===== config.mk =====
export PLATFORM = sky130hd
export DESIGN_NAME = mem_writeback
export DESIGN_NICKNAME = d
export VERILOG_FILES = /design/src/rtl/mem_writeback.sv
export SDC_FILE = /design/constraint.sdc
export NUM_CORES = 1
export LEC_CHECK = 0
export CAP_MARGIN = 0
export CORE_AREA = 2 2 127 67
export DETAILED_ROUTE_END_ITERATION = 8
export DIE_AREA = 0 0 129 69
export PLACE_DENSITY = 0.84
export SYNTH_ARGS = -nofsm -noshare
export SYNTH_HDL_FRONTEND = slang
export SYNTH_SLANG_ARGS = --single-unit

===== constraint.sdc =====
create_clock -name clock -period 4.22 [get_ports clock]
set_input_delay 1.055 -clock clock [delete_from_list [all_inputs] [get_ports clock]]
set_output_delay 1.055 -clock clock [all_outputs]
set_load 0.02 [all_outputs]

===== src/rtl/mem_writeback.sv =====
// Memory-access / write-back stage: retires ALU ops directly, runs loads and stores
// over a req/ack bus with a wait-state timeout, and drives the register-file write bus.
module mem_writeback #(
    parameter int unsigned TIMEOUT = 15
) (
    input  logic        clock,
    input  logic        reset,
    input  logic        ex_valid,
    output logic        ex_ready,
    input  logic [15:0] ex_result,
    input  logic        ex_writereg,
    input  logic [2:0]  ex_regaddress,
    input  logic [1:0]  ex_memwrite,
    input  logic [15:0] ex_address,
    input  logic [15:0] ex_storedata,
    input  logic        ex_halt,
    output logic        mem_req,
    output logic        mem_we,
    output logic [15:0] mem_addr,
    output logic [15:0] mem_wdata,
    input  logic [15:0] mem_rdata,
    input  logic        mem_ack,
    output logic        writeflag,
    output logic [2:0]  writetarget,
    output logic [15:0] aluwriteval,
    output logic [15:0] readoutwriteval,
    output logic        readoutSelect,
    output logic        bus_error,
    output logic        halted
);

    typedef enum logic [1:0] {
        IDLE   = 2'd0,
        ACCESS = 2'd1,
        HALTED = 2'd2
    } state_t;

    localparam logic [7:0] WAIT_LAST = 8'(TIMEOUT - 1);

    state_t      state_q, state_d;
    logic        mem_req_q, mem_req_d;
    logic        mem_we_q, mem_we_d;
    logic [15:0] mem_addr_q, mem_addr_d;
    logic [15:0] mem_wdata_q, mem_wdata_d;
    logic [2:0]  pend_reg_q, pend_reg_d;
    logic        pend_wr_q, pend_wr_d;
    logic [7:0]  wait_q, wait_d;
    logic        writeflag_q, writeflag_d;
    logic [2:0]  writetarget_q, writetarget_d;
    logic [15:0] aluwriteval_q, aluwriteval_d;
    logic [15:0] readoutwriteval_q, readoutwriteval_d;
    logic        readout_sel_q, readout_sel_d;
    logic        bus_error_q, bus_error_d;
    logic        halted_q, halted_d;

    logic is_mem_op;
    assign is_mem_op = (ex_memwrite == 2'b01) || (ex_memwrite == 2'b10);

    always_comb begin
        state_d           = state_q;
        mem_req_d         = mem_req_q;
        mem_we_d          = mem_we_q;
        mem_addr_d        = mem_addr_q;
        mem_wdata_d       = mem_wdata_q;
        pend_reg_d        = pend_reg_q;
        pend_wr_d         = pend_wr_q;
        wait_d            = wait_q;
        writeflag_d       = 1'b0;
        writetarget_d     = writetarget_q;
        aluwriteval_d     = aluwriteval_q;
        readoutwriteval_d = readoutwriteval_q;
        readout_sel_d     = readout_sel_q;
        bus_error_d       = bus_error_q;
        halted_d          = halted_q;

        case (state_q)
            IDLE: begin
                if (ex_valid) begin
                    if (ex_halt) begin
                        state_d  = HALTED;
                        halted_d = 1'b1;
                    end else if (is_mem_op) begin
                        state_d     = ACCESS;
                        mem_req_d   = 1'b1;
                        mem_we_d    = (ex_memwrite == 2'b10);
                        mem_addr_d  = ex_address;
                        mem_wdata_d = ex_storedata;
                        pend_reg_d  = ex_regaddress;
                        pend_wr_d   = ex_writereg;
                        wait_d      = 8'd0;
                    end else if (ex_writereg) begin
                        // Write-back values only move on a write so they hold otherwise.
                        writeflag_d   = 1'b1;
                        writetarget_d = ex_regaddress;
                        aluwriteval_d = ex_result;
                        readout_sel_d = 1'b0;
                    end
                end
            end
            ACCESS: begin
                if (mem_ack) begin
                    state_d   = IDLE;
                    mem_req_d = 1'b0;
                    wait_d    = 8'd0;
                    if (!mem_we_q && pend_wr_q) begin
                        writeflag_d       = 1'b1;
                        writetarget_d     = pend_reg_q;
                        readoutwriteval_d = mem_rdata;
                        readout_sel_d     = 1'b1;
                    end
                end else if (wait_q == WAIT_LAST) begin
                    state_d     = IDLE;
                    mem_req_d   = 1'b0;
                    wait_d      = 8'd0;
                    bus_error_d = 1'b1;
                end else begin
                    wait_d = wait_q + 8'd1;
                end
            end
            HALTED: begin
                state_d = HALTED;
            end
            default: begin
                state_d = IDLE;
            end
        endcase
    end

    always_ff @(posedge clock or negedge reset) begin
        if (!reset) begin
            state_q           <= IDLE;
            mem_req_q         <= 1'b0;
            mem_we_q          <= 1'b0;
            mem_addr_q        <= 16'd0;
            mem_wdata_q       <= 16'd0;
            pend_reg_q        <= 3'd0;
            pend_wr_q         <= 1'b0;
            wait_q            <= 8'd0;
            writeflag_q       <= 1'b0;
            writetarget_q     <= 3'd0;
            aluwriteval_q     <= 16'd0;
            readoutwriteval_q <= 16'd0;
            readout_sel_q     <= 1'b0;
            bus_error_q       <= 1'b0;
            halted_q          <= 1'b0;
        end else begin
            state_q           <= state_d;
            mem_req_q         <= mem_req_d;
            mem_we_q          <= mem_we_d;
            mem_addr_q        <= mem_addr_d;
            mem_wdata_q       <= mem_wdata_d;
            pend_reg_q        <= pend_reg_d;
            pend_wr_q         <= pend_wr_d;
            wait_q            <= wait_d;
            writeflag_q       <= writeflag_d;
            writetarget_q     <= writetarget_d;
            aluwriteval_q     <= aluwriteval_d;
            readoutwriteval_q <= readoutwriteval_d;
            readout_sel_q     <= readout_sel_d;
            bus_error_q       <= bus_error_d;
            halted_q          <= halted_d;
        end
    end

    // Gated by reset so every output, ex_ready included, reads 0 while reset is held.
    assign ex_ready        = reset & (state_q == IDLE);
    assign mem_req         = mem_req_q;
    assign mem_we          = mem_we_q;
    assign mem_addr        = mem_addr_q;
    assign mem_wdata       = mem_wdata_q;
    assign writeflag       = writeflag_q;
    assign writetarget     = writetarget_q;
    assign aluwriteval     = aluwriteval_q;
    assign readoutwriteval = readoutwriteval_q;
    assign readoutSelect   = readout_sel_q;
    assign bus_error       = bus_error_q;
    assign halted          = halted_q;

endmodule


==> impl_metrics.py, run 1 <==
metrics = {
    "worst_setup_path": {
        "arrival_ns": 2.00,
        "rr_worst_depth": 4,
        "max_stage_delay_ns": 0.63,
        "cp_slowest_cell": "clkdlybuf4s50_1",
        "r2r_slack_ns": 2.13,
        "worstSetupEndpointType": "output pin",
        "path_cells": "buf_4 > nor3b_1 > clkdlybuf4s50_1",
        "r2r_start": "state_q[1]",
        "required_ns": 3.16,
        "cp-start-kind": "primary input",
        "crit_family": "buffers and inverters",
        "cp_max_fo": 5,
        "path_class": "primary input to output pin",
        "r2r-end": "wait_q[7]",
        "crit_buf_inv": 2,
    },
    "synth": {
        "netlist_area_um2": 3480,
        "avgSynthCellArea_um2": 13.0,
        "ys_ff_latch": 87,
        "synth_fp_nets": 345,
        "yosysWarnings": 0,
        "yosysUniqueCellTypes": 35,
        "syn-instance-count": 267,
        "ys_seq_area_frac": 0.625,
    },
    "timing": {
        "whs_ns": 0.475,
        "clock-skew-final_ns": 0.00458,
        "finalCritPeriodShare": 0.723,
        "final-hold-violation-count": 0,
        "fmax_mhz": 328,
        "rsz0062_at_grt": "false",
        "worstMarginPinSlew_ns": 1.05,
        "slew_viol_final": 0,
        "setup-violations-final": 0,
        "maxSlewHeadroom": 0.299,
        "fin_crit_ns": 3.05,
        "tns_ns": 0,
    },
    "pwr": {
        "leakagePower_nw": 2.50,
        "vdd_drop_max_mv": 0.301,
        "p_per_area_nw_per_um2": 514,
    },
    "run_status": {
        "status": "finished, final reports clean",
    },
    "die": {
        "die_y_um": 69,
        "rows": 23,
        "initial_core_util": 0.446,
        "fp.dieW_um": 129,
        "core-area_um2": 7800,
        "ioPinCount": 149,
        "die-area_um2": 8900,
    },
    "cells_and_area": {
        "final_cell_mix": "147 x clkdlybuf4s50_1, 87 x dfrtp_1, 57 x nand2_1, 53 x mux2_2, 9 x clkbuf_16",
        "diodes": 0,
        "final_common_cell": "clkdlybuf4s50_1",
        "syn2layout_area_growth_pct": 55.6,
        "layout.nets": 497,
        "drive_gt1_frac": 0.186,
        "fillers": 563,
    },
    "detailed_routing": {
        "drt_iter0_markers": 94,
        "wl_per_cell_um": 15.8,
        "drt_pass1_iterations": 4,
        "routed_wl_um": 8480,
        "ant_nets": 0,
        "vias": 2607,
        "vias_per_cell": 4.86,
        "drc": 0,
    },
    "worst_hold_path": {
        "worstHoldStart": "halted",
        "hp-class": "flop to flop",
        "holdPathStages": 1,
        "holdPathEnd": "halted",
    },
    "grt": {
        "gr-usage-all-layers": 0.202,
        "gr-total-overflow": 0,
        "grt_pass1_wl_um": 13900,
        "grt_max_degree": 85,
        "first_global_vias": 2855,
        "antenna_found_initial": 0,
    },
    "place": {
        "dp_hpwl_um": 6250,
        "numPortBuffers": 148,
        "place_congestion": 0.793,
    },
    "flow_run": {
        "max_cap_violations": 0,
    },
    "clock_network": {
        "clk_path_buf_depth": 2,
        "insertion_delay_ns": 0.33,
        "postCtsHoldBufs": 0,
        "numClockSinks": 87,
        "cts-buffers-inserted": 9,
        "clk_pin_slew_ns": 0.05,
        "cts_tree": "done",
        "htreeDepth": 3,
        "cts-root-buf": "clkbuf_16",
        "post_cts_resized": 0,
        "post_cts_buffers": 0,
    },
}
## worst register-to-register path: cells and delay by family, from the launching register on
family	cells	cell delay, ns
AOI/OAI and AO/OA	1	0.14
DFF	1	0.47
and+or+nand+nor	3	1.41
## power by group
part | total, mW | switching (mW) | leakage, nW | internal, mW
logic | 0.824 | 0.378 | 1.19 | 0.447
registers | 1.12 | 0.101 | 1.15 | 1.02
clock network | 0.842 | 0.292 | 0.160 | 0.550
## logic make-up (layout without fill, tap and decap cells)
family,after synthesis,count (layout),share of synthesized area
adder cells (fa/ha/maj),3,3,0.0108
XOR/XNOR,3,3,0.00755
AO/OA/AOI/OAI,19,19,0.0388
multiplexers,56,56,0.180
AND/OR/NAND/NOR,84,84,0.119
buffers and inverters,15,172,0.0190
flip-flops,87,87,0.625
## registers in the layout (all words and copies together), names as in the netlist
signal           cells
bus_error            1
mem_req              1
readoutSelect        1
writeflag            1
mem_addr            16
halted               1
writetarget          3
readoutwriteval     16
aluwriteval         16
mem_wdata           16
wait_q               8
state_q              2
pend_reg_q           3
pend_wr_q            1
mem_we               1
## per-layer routing
metal | wire length, um | global-route usage | up-vias
met5 | 0 | 0 | -
met2 | 3790 | 0.319 | 115
met3 | 1020 | 0.106 | 12
met1 | 3560 | 0.241 | 1259
li1 | - | - | 1221
met4 | 111 | 0.0580 | 0
## how the worst max path moves through the flow
stage	from	end	depth (start not counted)
after global routing	reset	ex_ready	3
after detailed placement	ex_memwrite[0]	wait_q[7]	7
final	reset	ex_ready	3
after CTS	reset	ex_ready	3
after global placement	ex_memwrite[0]	wait_q[7]	7
after floorplan	reset	ex_ready	1
## area by class of cell
| class | count | area (um2) | area share |
|---|---|---|---|
| sequential | 87 | 2180 | 0.402 |
| inverter | 4 | 15.0 | 0.00277 |
| clock buffer | 13 | 260 | 0.0480 |
| timing repair buffer | 152 | 1520 | 0.281 |
| tap | 112 | 140 | 0.0259 |
| clock inverter | 3 | 65.1 | 0.0120 |
| multi-input combinational | 165 | 1240 | 0.229 |
## Yosys cell counts (all sizes together)
library cell / instances / area [um2]
nor3: 1 / 5.00
nand3: 4 / 20.0
o2111ai: 1 / 8.76
or3: 1 / 6.26
o31ai: 2 / 28.8
inv: 4 / 15.0
a21o: 3 / 22.5
clkbuf: 3 / 11.3
o22ai: 1 / 6.26
xor2: 3 / 26.3
and2: 2 / 12.5
nor2: 6 / 25.0
o21ai: 7 / 35.0
ha: 3 / 37.5
dfrtp: 87 / 2180
and2b: 1 / 10.0
and4b: 1 / 10.0
nor2b: 1 / 6.26
nand2: 57 / 214
and3: 1 / 6.26
mux2i: 3 / 30.0
nand4b: 2 / 17.5
mux2: 53 / 597
nor4b: 1 / 23.8
or4b: 1 / 10.0
buf: 8 / 40.0
a21oi: 3 / 18.8
nor3b: 4 / 35.0
o211ai: 2 / 15.0
or4: 1 / 11.3
## through the flow
| step | setup WS [ns] | total power, mW | util | cells | instance area [um2] |
|---|---|---|---|---|---|
| 4_1_cts | 1.15 | 2.82 | 0.695 | 536 | 5420 |
| 2_1_floorplan | 1.59 | 1.48 | - | 267 | 3480 |
| 3_5_place_dp | 1.05 | 1.96 | 0.653 | 520 | 5090 |
| 5_1_grt | 1.12 | 2.93 | 0.695 | 536 | 5420 |
| 6_report | 1.17 | 2.78 | 0.695 | 536 | 5420 |
| 3_3_place_gp | 1.10 | 1.93 | 0.653 | 520 | 5090 |
No activity file was read; power rests on OpenSTA's default activity.
==> run 2: changes to the inputs <==
CORE_AREA = 2 2 132 70   (was 2 2 127 67)
DIE_AREA = 0 0 134 72   (was 0 0 129 69)
PLACE_DENSITY = 0.78   (was 0.84)
clock period = 3.13 ns   (was 4.22 ns; I/O delays follow)
==> run 2 against run 1 <==
  * Register-to-register slack worse by 1.1 ns
  * Largest power group unchanged
  * Clock power up 39%
  * Hold slack got worse by 0.025 ns
  * Global-route usage shrank 2.0 points
  * Sequential share of layout area fell by 0.19 points
  * Die area increased by 8.4%
  * Core utilization down 5.0 points
  * Count of clock-buffer cells in the layout down 2
  * Clock skew down 0.0017 ns
==> impl_metrics.py, run 2 (synthesis results as in run 1) <==
metrics = {
    "run_status": {
        "status": "finished, final reports clean",
    },
    "clock_network": {
        "numClockSinks": 87,
        "clk_pin_slew_ns": 0.06,
        "cts_tree": "done",
        "htreeDepth": 3,
        "post_cts_buffers": 0,
        "cts-root-buf": "clkbuf_16",
        "post_cts_resized": 0,
        "insertion_delay_ns": 0.32,
        "postCtsHoldBufs": 0,
        "clk_path_buf_depth": 2,
        "cts-buffers-inserted": 9,
    },
    "detailed_routing": {
        "drt_pass1_iterations": 4,
        "vias_per_cell": 4.67,
        "wl_per_cell_um": 15.2,
        "drc": 0,
        "routed_wl_um": 8250,
        "vias": 2533,
        "ant_nets": 0,
        "drt_iter0_markers": 71,
    },
    "worst_setup_path": {
        "worstSetupEndpointType": "flop",
        "arrival_ns": 2.84,
        "cp-start-kind": "primary input",
        "cp_max_fo": 7,
        "path_class": "primary input to flop",
        "required_ns": 3.39,
    },
    "die": {
        "fp.dieW_um": 134,
        "ioPinCount": 149,
        "initial_core_util": 0.413,
        "die_y_um": 72,
        "core-area_um2": 8440,
        "die-area_um2": 9650,
        "rows": 24,
    },
    "place": {
        "dp_hpwl_um": 6130,
        "place_congestion": 0.781,
        "numPortBuffers": 148,
    },
    "cells_and_area": {
        "multiInputGateArea_um2": 1240,
        "final_common_cell": "clkdlybuf4s50_1",
        "layout.nets": 499,
        "syn2layout_area_growth_pct": 56.3,
        "fillers": 647,
        "drive_gt1_frac": 0.191,
        "final_cell_mix": "147 x clkdlybuf4s50_1, 87 x dfrtp_1, 56 x nand2_1, 53 x mux2_2, 9 x clkbuf_16",
        "diodes": 0,
        "seq_area_um2": 2180,
    },
    "timing": {
        "finalCritPeriodShare": 0.826,
        "maxSlewHeadroom": 0.454,
        "fmax_mhz": 387,
        "tns_ns": 0,
        "clock-skew-final_ns": 0.00290,
        "fin_crit_ns": 2.58,
        "rsz0062_at_grt": "false",
        "worstMarginPinSlew_ns": 0.820,
        "final-hold-violation-count": 0,
        "slew_viol_final": 0,
        "setup-violations-final": 0,
        "whs_ns": 0.450,
    },
    "grt": {
        "grt_pass1_wl_um": 13400,
        "first_global_vias": 2641,
        "gr-total-overflow": 0,
        "grt_max_degree": 67,
        "antenna_found_initial": 0,
        "gr-usage-all-layers": 0.182,
    },
    "pwr": {
        "leakagePower_nw": 2.51,
        "vdd_drop_max_mv": 0.452,
        "p_per_area_nw_per_um2": 694,
    },
    "worst_hold_path": {
        "hp-class": "primary input to async pin",
    },
    "flow_run": {
        "max_cap_violations": 0,
    },
}
run 2: changes by cell type in the layout (fill, tap and decap cells not counted):
cell | previous run | this run
buf_4 | 4 | 6
bufinv_16 | 2 | 3
clkbuf_8 | 2 | 0
nand2_1 | 57 | 56
nand2_2 | 0 | 1
run 2: worst paths after layout:
kind	from	end	slack, ns	cells past startpoint
setup / recovery	ex_memwrite[0]	wait_q[7]	0.55	7
hold / removal	reset	aluwriteval[5]	0.45	2
setup reg to reg	state_q[1]	wait_q[7]	1.06	4
hold reg to reg	halted	halted	0.46	1
max in group asynchronous	reset	mem_addr[1]	1.58	3
min in group clock	halted	halted	0.46	1
run 2: cell type report:
| cell class | instances | share of cell area |
|---|---|---|
| flip-flops and latches | 87 | 0.400 |
| repair buffers | 154 | 0.282 |
| multi-input cells | 165 | 0.228 |
| clock buffers | 11 | 0.0427 |
| well taps | 117 | 0.0269 |
| clock inverters | 4 | 0.0175 |
| inverters | 4 | 0.00276 |
run 2: report_power, final:
group / internal [mW] / switching [mW]
clock: 0.774 / 0.398
sequential: 1.37 / 0.126
combinational: 0.603 / 0.508
total: 2.75 / 1.03
run 2: worst max-delay path: stages:
cell	delay [ns]
clkdlybuf4s50_1	0.47
inv_1	0.04
ha_1	0.36
nor4b_4	0.36
nor2_2	0.13
or4_4	0.56
a21oi_2	0.14
run 2: stage by stage:
stage               std cells  setup WS, ns  instance area, um2   util  power [mW]
finish                    542         0.546                5440  0.645        3.78
CTS                       542         0.572                5440  0.645        3.83
global route              542         0.477                5440  0.645        3.97
floorplan                 267         0.852                3480      -        1.99
detailed placement        527         0.226                5120  0.606        2.63
global placement          527         0.300                5120  0.606        2.61
run 2: routing by layer:
metal	vias up	wire length [um]	GRT usage	share of wire
met1	1194	3750	0.237	0.45
met5	-	0	0	0
met3	8	985	0.0957	0.12
met4	0	74	0.0496	0.0090
met2	117	3430	0.267	0.42
li1	1214	-	-	-
==> run 3: changes to the inputs <==
CORE_AREA = 2 2 139 73   (was 2 2 132 70)
DIE_AREA = 0 0 141 75   (was 0 0 134 72)
PLACE_DENSITY = 0.75   (was 0.78)
clock period = 2.2 ns   (was 3.13 ns; I/O delays follow)
==> run 3 against run 2 <==
  * Via count is 3.0% higher
  * First-iteration DRC count increased by 41%
  * Setup slack worse by 0.44 ns
  * Core utilization decreased by 5.3 points
  * Critical path depth rose by 1
  * Sequential share of layout area is 0.42 points lower
  * Clock power is 29% higher
  * Cell area rose by 1.1%
  * Final cell count grew 1.8%
  * Sequential power up 43%
  * Hold slack got worse by 0.12 ns
  * Die area is 9.6% higher
==> impl_metrics.py, run 3 (synthesis results as in run 1) <==
metrics = {
    "place": {
        "dp_slack_ns": -0.274,
        "dp_hpwl_um": 6450,
        "numPortBuffers": 148,
        "place_congestion": 0.787,
    },
    "worst_setup_path": {
        "arrival_ns": 2.35,
        "required_ns": 2.46,
        "worstSetupEndpointType": "flop",
        "cp_max_fo": 6,
        "r2r_slack_ns": 0.31,
        "cp-start-kind": "primary input",
        "r2r-end": "mem_req",
        "r2r_start": "wait_q[0]",
        "path_class": "primary input to flop",
        "rr_worst_depth": 6,
    },
    "detailed_routing": {
        "drt_pass1_iterations": 4,
        "vias_per_cell": 4.72,
        "drc": 0,
        "wl_per_cell_um": 16.1,
        "ant_nets": 0,
        "vias": 2608,
        "drt_iter0_markers": 100,
        "routed_wl_um": 8870,
    },
    "timing": {
        "clock-skew-final_ns": 0.00738,
        "maxSlewHeadroom": 0.589,
        "whs_ns": 0.331,
        "tns_ns": 0,
        "slew_viol_final": 0,
        "fmax_mhz": 478,
        "rsz0062_at_grt": "false",
        "setup-violations-final": 0,
        "finalCritPeriodShare": 0.950,
        "setup_ws_ns": 0.109,
        "final-hold-violation-count": 0,
        "fin_crit_ns": 2.09,
        "worstMarginPinSlew_ns": 0.616,
    },
    "die": {
        "initial_core_util": 0.375,
        "die_y_um": 75,
        "fp.dieW_um": 141,
        "core-area_um2": 9290,
        "rows": 25,
        "die-area_um2": 10600,
        "ioPinCount": 149,
    },
    "grt": {
        "grt_max_degree": 50,
        "grt_use_met3": 0.0458,
        "busiest_layer": "met2",
        "gr-usage-all-layers": 0.165,
        "gr-total-overflow": 0,
        "grtUsageMet2": 0.306,
        "grt_pass1_wl_um": 13400,
        "antenna_found_initial": 0,
        "grt.met1_usage": 0.197,
        "first_global_vias": 2576,
    },
    "clock_network": {
        "numClockSinks": 87,
        "post_cts_buffers": 0,
        "clk_pin_slew_ns": 0.06,
        "htreeDepth": 3,
        "clk_path_buf_depth": 2,
        "insertion_delay_ns": 0.34,
        "cts_tree": "done",
        "cts-buffers-inserted": 9,
        "cts-root-buf": "clkbuf_16",
    },
    "worst_hold_path": {
        "hp-class": "primary input to async pin",
    },
    "pwr": {
        "vdd_drop_max_mv": 0.420,
        "leakagePower_nw": 2.54,
        "p_per_area_nw_per_um2": 951,
    },
    "cells_and_area": {
        "final_core_util": 0.592,
        "final_common_cell": "clkdlybuf4s50_1",
        "diodes": 0,
        "layout.nets": 507,
        "final_cell_mix": "146 x clkdlybuf4s50_1, 87 x dfrtp_1, 57 x nand2_1, 53 x mux2_2, 12 x buf_4",
        "syn2layout_area_growth_pct": 58.0,
        "drive_gt1_frac": 0.204,
    },
    "flow_run": {
        "max_cap_violations": 0,
    },
    "run_status": {
        "status": "finished, final reports clean",
    },
}
[run 3: changes by cell type in the layout (fill, tap and decap cells not counted), moves of 2 or more]
cell,change
buf_4,+6
buf_12,+2
clkbuf_8,+2
bufinv_16,-2
[run 3: how the worst max path moves through the flow]
stage	start	to	slack, ns	depth (start not counted)
final	ex_memwrite[0]	wait_q[4]	0.11	8
after global routing	ex_memwrite[0]	wait_q[7]	0.05	7
after CTS	ex_memwrite[0]	wait_q[7]	0.07	7
after detailed placement	ex_memwrite[0]	wait_q[7]	-0.27	7
after global placement	ex_memwrite[0]	wait_q[7]	-0.23	7
after floorplan	ex_memwrite[0]	wait_q[7]	0.15	6
[run 3: cell type report]
| cell class | instances | area, um2 |
|---|---|---|
| clock buffer | 12 | 256 |
| inverter | 4 | 15.0 |
| fill | 781 | 3790 |
| clock inverter | 1 | 30.0 |
| sequential | 87 | 2180 |
| multi-input combinational | 165 | 1250 |
| timing repair buffer | 162 | 1620 |
| tap | 121 | 151 |
[run 3: timing repair]
item | 4_1_cts | 5_1_grt
cloned | 0 | 0
resized for setup | 1 | 1
hold buffers | 0 | 0
pin swaps | 0 | 1
setup endpoints to repair | 1 | 1
[run 3: critical path, cell delays in order]
cell	delay, ns
clkdlybuf4s50_1	0.45
inv_1	0.06
ha_4	0.25
nor4b_4	0.31
nor2_2	0.06
buf_4	0.15
or3_1	0.34
a21oi_1	0.16
[run 3: per-layer routing]
layer / vias up / wire (um)
met5: - / 0
met3: 12 / 346
met1: 1306 / 3670
li1: 1230 / -
met2: 60 / 4750
met4: 0 / 97
[run 3: per-stage QoR]
| stage | cell area (um2) | total power [mW] | instances |
|---|---|---|---|
| after floorplan | 3480 | 2.83 | 267 |
| after global routing | 5500 | 5.45 | 552 |
| after global placement | 5200 | 3.71 | 539 |
| after detailed placement | 5200 | 3.76 | 539 |
| final | 5500 | 5.23 | 552 |
| after CTS | 5490 | 5.29 | 552 |
[run 3: where the power goes]
part           internal, mW  switching [mW]  total [mW]
Sequential             1.95           0.186        2.13
Combinational         0.863           0.723        1.59
Clock                 0.923           0.588        1.51
